$ cat src/rtl/mac_bus_ctrl.sv
// Mac Plus bus controller: decodes 68000 bus cycles into chip selects
// and terminates them with dtack_n, vpa_n or berr.
module mac_bus_ctrl #(
  parameter int RAM_WAIT = 1,
  parameter int ROM_WAIT = 2,
  parameter int IO_WAIT  = 4,
  parameter int TIMEOUT  = 255
) (
  input  logic        clk,
  input  logic        reset_n,
  input  logic        as_n,
  input  logic        uds_n,
  input  logic        lds_n,
  input  logic        rw_n,
  input  logic [2:0]  fc,
  input  logic [23:1] addr,
  input  logic        overlay,
  input  logic        dev_ready,
  output logic        dtack_n,
  output logic        vpa_n,
  output logic        berr,
  output logic        sel_ram,
  output logic        sel_rom,
  output logic        sel_scsi,
  output logic        sel_scc,
  output logic        sel_iwm,
  output logic        sel_via,
  output logic [1:0]  mem_we_n,
  output logic        mem_oe_n
);

  localparam int WDL = $clog2(TIMEOUT + 1);
  localparam int WDW = (WDL < 8) ? 8 : WDL;
  localparam int CW  = 8;
  localparam logic [WDW-1:0] WD_LAST = WDW'(TIMEOUT - 1);

  typedef enum logic [2:0] {
    S_IDLE,
    S_DECODE,
    S_WAIT,
    S_ACK,
    S_VPA,
    S_BERR,
    S_END
  } state_t;

  typedef enum logic [2:0] {
    RG_NONE,
    RG_RAM,
    RG_ROM,
    RG_SCSI,
    RG_SCC,
    RG_IWM,
    RG_VIA,
    RG_IACK
  } region_t;

  logic           r_as_n;
  logic           r_uds_n;
  logic           r_lds_n;
  logic           r_rw_n;
  state_t         r_state;
  state_t         w_nxt;
  region_t        r_region;
  region_t        w_region;
  region_t        w_sel_rg;
  logic [CW-1:0]  r_cnt;
  logic [CW-1:0]  w_wait;
  logic [WDW-1:0] r_wd;
  logic           r_dtack_n;
  logic           r_vpa_n;
  logic           r_berr;
  logic           r_sel_ram;
  logic           r_sel_rom;
  logic           r_sel_scsi;
  logic           r_sel_scc;
  logic           r_sel_iwm;
  logic           r_sel_via;
  logic           w_io;
  logic           w_r_io;
  logic           w_r_map;
  logic           w_act;
  logic           w_wr;
  logic           w_unused;

  assign w_unused = ^addr[18:1];

  // First match wins, so this is a priority chain rather than a case.
  always_comb begin
    w_region = RG_NONE;
    if (fc == 3'b111)
      w_region = RG_IACK;
    else if (addr[23:22] == 2'b00)
      w_region = overlay ? RG_ROM : RG_RAM;
    else if (addr[23:21] == 3'b011 && overlay)
      w_region = RG_RAM;
    else if (addr[23:20] == 4'h4)
      w_region = RG_ROM;
    else if (addr[23:19] == 5'b01011)
      w_region = RG_SCSI;
    else if (addr[23:22] == 2'b10)
      w_region = RG_SCC;
    else if (addr[23:20] == 4'hD)
      w_region = RG_IWM;
    else if (addr[23:20] == 4'hE)
      w_region = RG_VIA;
  end

  always_comb begin
    w_wait = '0;
    case (w_region)
      RG_RAM:  w_wait = CW'(RAM_WAIT);
      RG_ROM:  w_wait = CW'(ROM_WAIT);
      RG_SCSI,
      RG_SCC,
      RG_IWM:  w_wait = CW'(IO_WAIT);
      default: w_wait = '0;
    endcase
  end

  assign w_io    = (w_region == RG_SCSI) |
                   (w_region == RG_SCC)  |
                   (w_region == RG_IWM);
  assign w_r_io  = (r_region == RG_SCSI) |
                   (r_region == RG_SCC)  |
                   (r_region == RG_IWM);
  assign w_r_map = (r_region != RG_NONE);

  always_comb begin
    w_nxt = r_state;
    case (r_state)
      S_IDLE: begin
        if (!r_as_n)
          w_nxt = S_DECODE;
      end
      S_DECODE: begin
        if (r_as_n)
          w_nxt = S_END;
        else if (w_region == RG_VIA || w_region == RG_IACK)
          w_nxt = S_VPA;
        else if (w_region != RG_NONE && !w_io && w_wait == '0)
          w_nxt = S_ACK;
        else
          w_nxt = S_WAIT;
      end
      S_WAIT: begin
        // Watchdog outranks a same-clk counter exit.
        if (r_as_n)
          w_nxt = S_END;
        else if (r_wd == WD_LAST)
          w_nxt = S_BERR;
        else if (w_r_map && r_cnt <= CW'(1) && (!w_r_io || dev_ready))
          w_nxt = S_ACK;
      end
      S_ACK,
      S_VPA,
      S_BERR: begin
        if (r_as_n)
          w_nxt = S_END;
      end
      S_END:   w_nxt = S_IDLE;
      default: w_nxt = S_IDLE;
    endcase
  end

  assign w_sel_rg = (r_state == S_DECODE) ? w_region : r_region;
  assign w_act    = (w_nxt == S_WAIT) | (w_nxt == S_ACK) |
                    (w_nxt == S_VPA)  | (w_nxt == S_BERR);

  always_ff @(posedge clk or negedge reset_n) begin
    if (!reset_n) begin
      r_as_n  <= 1'b1;
      r_uds_n <= 1'b1;
      r_lds_n <= 1'b1;
      r_rw_n  <= 1'b1;
    end else begin
      r_as_n  <= as_n;
      r_uds_n <= uds_n;
      r_lds_n <= lds_n;
      r_rw_n  <= rw_n;
    end
  end

  always_ff @(posedge clk or negedge reset_n) begin
    if (!reset_n) begin
      r_state  <= S_IDLE;
      r_region <= RG_NONE;
      r_cnt    <= '0;
      r_wd     <= '0;
    end else begin
      r_state <= w_nxt;
      if (r_state == S_DECODE) begin
        r_region <= w_region;
        r_cnt    <= w_wait;
        r_wd     <= '0;
      end else if (r_state == S_WAIT) begin
        if (r_cnt != '0)
          r_cnt <= r_cnt - CW'(1);
        r_wd <= r_wd + WDW'(1);
      end
    end
  end

  always_ff @(posedge clk or negedge reset_n) begin
    if (!reset_n) begin
      r_dtack_n  <= 1'b1;
      r_vpa_n    <= 1'b1;
      r_berr     <= 1'b0;
      r_sel_ram  <= 1'b0;
      r_sel_rom  <= 1'b0;
      r_sel_scsi <= 1'b0;
      r_sel_scc  <= 1'b0;
      r_sel_iwm  <= 1'b0;
      r_sel_via  <= 1'b0;
    end else begin
      r_dtack_n  <= (w_nxt != S_ACK);
      r_vpa_n    <= (w_nxt != S_VPA);
      r_berr     <= (w_nxt == S_BERR);
      r_sel_ram  <= w_act && (w_sel_rg == RG_RAM);
      r_sel_rom  <= w_act && (w_sel_rg == RG_ROM);
      r_sel_scsi <= w_act && (w_sel_rg == RG_SCSI);
      r_sel_scc  <= w_act && (w_sel_rg == RG_SCC);
      r_sel_iwm  <= w_act && (w_sel_rg == RG_IWM);
      r_sel_via  <= w_act && (w_sel_rg == RG_VIA);
    end
  end

  // Late write strobes flow straight through to the RAM enables.
  assign w_wr = r_sel_ram & ~r_rw_n &
                ((r_state == S_WAIT) | (r_state == S_ACK));

  assign mem_we_n = w_wr ? {r_uds_n, r_lds_n} : 2'b11;
  assign mem_oe_n = ~((r_sel_ram | r_sel_rom) & r_rw_n);

  assign dtack_n  = r_dtack_n;
  assign vpa_n    = r_vpa_n;
  assign berr     = r_berr;
  assign sel_ram  = r_sel_ram;
  assign sel_rom  = r_sel_rom;
  assign sel_scsi = r_sel_scsi;
  assign sel_scc  = r_sel_scc;
  assign sel_iwm  = r_sel_iwm;
  assign sel_via  = r_sel_via;

endmodule

$ cat config.mk
export PLATFORM = sky130hd
export DESIGN_NAME = mac_bus_ctrl
export DESIGN_NICKNAME = d
export VERILOG_FILES = /design/src/rtl/mac_bus_ctrl.sv
export SDC_FILE = /design/constraint.sdc
export NUM_CORES = 1
export LEC_CHECK = 0
export ABC_AREA = 1
export CAP_MARGIN = 25
export CORE_MARGIN = 2
export CORE_UTILIZATION = 30
export CTS_CLUSTER_DIAMETER = 120
export CTS_CLUSTER_SIZE = 12
export DETAILED_ROUTE_END_ITERATION = 16
export MAX_ROUTING_LAYER = met4
export SYNTH_ARGS = -nofsm -noshare
export SYNTH_HDL_FRONTEND = slang
export SYNTH_SLANG_ARGS = --single-unit
$ cat constraint.sdc
create_clock -name clk -period 3.04 [get_ports clk]
set_input_delay 0.456 -clock clk [delete_from_list [all_inputs] [get_ports clk]]
set_output_delay 0.456 -clock clk [all_outputs]
set_load 0.1 [all_outputs]
Word level (Yosys, flattened, before mapping)
Index checks and enable logic that the tools add are counted.

storage, ports and cells
  register bits after elaboration = 35
  latch bits = 0
  RAM bits = 0
  ROM bits = 0
  input bits = 34
  output and inout bits = 12
  word-level logic and storage cells = 121
  memories = 0

cells by class
  $add $sub $neg = 2
  $mul = 0
  divide/modulo/power cells = 0
  order comparisons = 1
  eq/ne operators = 35
  shifts and indexed selects = 0
  multiplexer cells = 26
  bitwise operators = 14
  reduce and logical (&&, ||, !) cells = 26

operators by type and width
  operator               count
  $mux W3                16
  $eq A3 B3 Y1 const B   14
  $mux W8                5
  $eq A3 B2 Y1 const B   10
  $pmux W3 S4            1
  $logic_and A1 B1 Y1    11
  $eq A3 B1 Y1 const B   3
  $or A1 B1 Y1           9
  $pmux W3 S3            1
  $add A8 B1 Y8 const B  1
  $eq A4 B4 Y1 const B   2
  $eq A8 B8 Y1 const B   1
  $le A8 B1 Y1 const B   1
  $logic_not A8 Y1       1
  $reduce_bool A8 Y1     1
  $sub A8 B1 Y8 const B  1
  $reduce_bool A3 Y1     2
  $reduce_or A3 Y1       2
  $eq A5 B4 Y1 const B   1
  $eq A4 B3 Y1 const B   1
  $mux W2                2
  $reduce_bool A2 Y1     2
  $and A1 B1 Y1          3
  $logic_not A3 Y1       1
  other kinds (9)        12

Longest topological paths before layout
  depth in word-level cells = 24
  gate-level depth with buffers = 12
  depth with buffers taken out = 12

Least setup slack after synthesis
OpenSTA, ideal clock, no wires.

  path kind = reg2out
  start point = reg r_sel_ram (netlist: sel_ram)
  end point = out mem_oe_n
  arrival time = 3021 ps
  required time = 2584 ps
  path slack = -437 ps
  stages on the path, launching flop included = 2
  path through = dfrtp_1 o21ai_0

on the way
  longest elaborated chain between the ends = 3

RTL lines
  what                    RTL line  source
  start, declared         73        logic r_sel_ram;
  start signal, assigned  219       r_sel_ram <= w_act && (w_sel_rg == RG_RAM);
  $or A1 B1 Y1            233       assign mem_oe_n = ~((r_sel_ram | r_sel_rom) & r_rw_n);
  $and A1 B1 Y1           233
  $not A1 Y1              233
  end, declared           29        output logic mem_oe_n

No other way between the ends.

Worst setup path after layout
  start point = in addr[23] (netlist name)
  end point = reg r_sel_ram (netlist: sel_ram)

on the way
  elaborated cells between the ends (all ways) = 47
  classes of those cells = 18 x eq/ne; 14 x mux; 5 x bitwise; 10 x reduce/logical

RTL lines
  what                     RTL line  source
  start, declared          16        input logic [23:1] addr,
  $eq A4 B4 Y1             105       else if (addr[23:20] == 4'hE)
  $mux W3                  105
  $mux W3                  103       else if (addr[23:20] == 4'hD)
  $mux W3                  101       else if (addr[23:22] == 2'b10)
  $mux W3                  99        else if (addr[23:19] == 5'b01011)
  $mux W3                  97        else if (addr[23:20] == 4'h4)
  $mux W3                  95        else if (addr[23:21] == 3'b011 && overlay)
  $mux W3 (*)              93        else if (addr[23:22] == 2'b00)
  $mux W3 (*)              91        if (fc == 3'b111)
  $mux W3 (*)              --
  named net w_sel_rg[1]    66        region_t w_sel_rg;
  $eq A3 B1 Y1 (*)         219
  $logic_and A1 B1 Y1 (*)  219

Mark *: on every way through the listed nets, which the timed path passes. The rest lies on a longest branch.
A chain may end at the register's enable or synchronous reset.

==> flow_summary.yaml <==
status:
  status: "complete, no violations"
clocking:
  root_buffer: "clkbuf_8"
  cts_made_buffers: 5
  insertion_delay_ps: 290
  h-tree-depth: 2
  cts.path.max_buffers: 2
  path_clk_slew_ps: 70
  cts-resized-gates: 0
  cts_hold_buf: 0
  cts_tree: "yes"
  numClockSinks: 35
  cts_setup_buffers: 0
placement:
  place_area_um2: 2260
  globalplace.congestion: 0.763
  portBuffers: 27
  dpl.hpwl_um: 3000
  dp_cells: 343
final_layout:
  finalNetCount: 311
  drive_gt1_frac: 0.204
  mostFrequentLayoutCells: "48 x nand2_1, 29 x inv_1, 29 x dfrtp_1"
  syn_to_final_growth_pct: 21.2
  instances_no_fill: 351
  n_antenna_cell: 0
  final_common_cell: "nand2_1"
  final_area_um2: 2360
floorplan:
  die_y_um: 84.6
  core_um2: 6310
  rows: 29
  num_io_pins: 46
  die_x_um: 84.6
  dieArea_um2: 7160
  start_util: 0.309
synth:
  synth_top_area_cell: "dfrtp_1"
  yosysTopAreaCellShare: 0.372
  yosysUniqueCellTypes: 33
  synthArstFlopShare: 1.00
  yosysSeqAreaShare: 0.453
  synth.avg_cell_area_um2: 8.09
  synth_edf_count: 0
  mappedNetlistArea_um2: 1950
  yosysWarnings: 0
  synth_nets: 279
  syn_inst: 241
  ys_ff_latch: 35
  synth.area.top_cells: "dfrtp_1 37%, nand2_1 9.2%, dfstp_2 8.1%, inv_1 5.6%, nand3_1 4.9%"
  ys.flop_type: "dfrtp_1"
setup_path:
  startpoint_type: "input pin"
  cp.arrival_ps: 2170
  crit_type: "input pin to register"
  critPathCapture: "sel_ram$_DFF_PN0_"
  worst-r2r-cell-count: 8
  path_delay_family: "buffers and inverters"
  critical_path_buf_inv_count: 2
  r2r_end: "sel_via$_DFF_PN0_"
  path_max_fanout: 8
  critPathLaunch: "addr[23]"
  rr_startpoint: "r_state[2]$_DFF_PN0_"
  end_kind: "register"
  critical_path_depth: 11
  worst_path_largest_cell_delay_ps: 670
  required_ps: 3250
  crit_slowest_cell: "clkdlybuf4s50_1"
  worstPathCellList: "clkdlybuf4s50_1 > nor2_4 > nand2_1 > nand2_1 > nor2_2 > nand4_4 > o21ai_2 > inv_2 > nor2_2 > nand2_1 > a21oi_1"
  r2r_slack_ps: 1220
  critical_path.most_common_cell: "nand2_1"
drt:
  ant_nets: 0
  drt-total-wl_um: 4030
  detail_route.first_pass.iterations: 4
  via_count: 1642
  drtIter0Drc: 112
  wire_per_inst_um: 11.5
  viasPerCell: 4.68
  drcViolationCount: 0
global_route:
  grt_max_degree: 36
  antenna_found_initial: 0
  overflow: 0
  grt_usage: 0.121
  grt_pass1_vias: 1624
  grt_pass1_wl_um: 6980
sta:
  fmax_mhz: 510
  tightest_slew_ps: 449
  final.period_utilization: 0.645
  slew_viol_final: 0
  period_needed_ps: 1960
  hold_violations: 0
  clock-skew-final_ps: 9.60
  slew_headroom: 0.701
  fin_tns_setup_ps: 0
  rsz0062_at_grt: "no"
  finalSetupViolCount: 0
pwr:
  peakVddDrop_v: 0.000634
  leakagePower_nw: 1.14
  p_per_area_nw_per_um2: 984
worst_hold_path:
  hp-class: "register to register"
job:
  maxCapViolations: 0
## synth_stat cells, drive strengths merged (2+ instances only)
cell / n
nand3: 22
xor2: 2
buf: 3
ha: 4
dfstp: 6
nand4: 8
a21oi: 15
a31oi: 3
dfrtp: 29
nand2: 52
or2: 2
nor2: 30
o21ai: 21
inv: 37
## per-stage QoR
stage / worst slack, ps / total power [mW] / hold WS [ps] / util
2_1_floorplan: 323 / 1.72 / 160 / -
3_3_place_gp: 836 / 1.97 / 490 / 0.359
3_5_place_dp: 766 / 1.98 / 495 / 0.359
4_1_cts: 1070 / 2.35 / 506 / 0.374
5_1_grt: 924 / 2.51 / 540 / 0.374
6_report: 1080 / 2.33 / 502 / 0.374
## logic make-up after synthesis
logic type | synth area share
multiplexers | 0.00577
buffers and inverters | 0.0866
flip-flops | 0.453
adder cells (fa/ha/maj) | 0.0257
XOR/XNOR | 0.00898
AO/OA/AOI/OAI | 0.132
AND/OR/NAND/NOR | 0.289
## power breakdown
group / internal (mW) / total (mW) / switching, mW / leakage, nW
sequential: 0.622 / 0.735 / 0.113 / 0.440
clock: 0.185 / 0.362 / 0.177 / 0.0474
combinational: 0.335 / 1.23 / 0.894 / 0.654
## layout make-up
cell class,count,area [um2]
Fill cell,688,3950
Multi-Input combinational cell,166,898
Sequential cell,35,883
Timing Repair Buffer,28,248
Inverter,37,139
Tap cell,77,96.3
Clock buffer,6,82.6
Clock inverter,2,16.3
## per-layer routing
layer / wire length, um / GRT usage / up-vias
met5: 0 / - / -
met4: 42 / 0.0303 / 0
met3: 99 / 0.0265 / 4
met2: 1910 / 0.197 / 18
met1: 1980 / 0.155 / 768
li1: - / - / 852
## sequential cells by signal, summed over array words and instances, names as in the netlist
signal,count
r_wd,8
sel_via,1
sel_scc,1
sel_scsi,1
r_state,3
sel_rom,1
r_region,3
r_rw_n,1
r_lds_n,1
dtack_n,1
r_as_n,1
sel_iwm,1
r_cnt,8
r_uds_n,1
berr,1
vpa_n,1
sel_ram,1
## worst min path at each step
stage,start,cells past startpoint,slack [ps],to
2_1_floorplan,reset_n,0,160,berr$_DFF_PN0_
3_3_place_gp,r_cnt[3]$_DFFE_PN0P_,1,490,r_cnt[3]$_DFFE_PN0P_
3_5_place_dp,r_cnt[3]$_DFFE_PN0P_,1,490,r_cnt[3]$_DFFE_PN0P_
4_1_cts,r_cnt[3]$_DFFE_PN0P_,1,510,r_cnt[3]$_DFFE_PN0P_
5_1_grt,r_cnt[3]$_DFFE_PN0P_,1,540,r_cnt[3]$_DFFE_PN0P_
6_report,r_cnt[3]$_DFFE_PN0P_,1,500,r_cnt[3]$_DFFE_PN0P_
(Power assumes the default switching activity.)
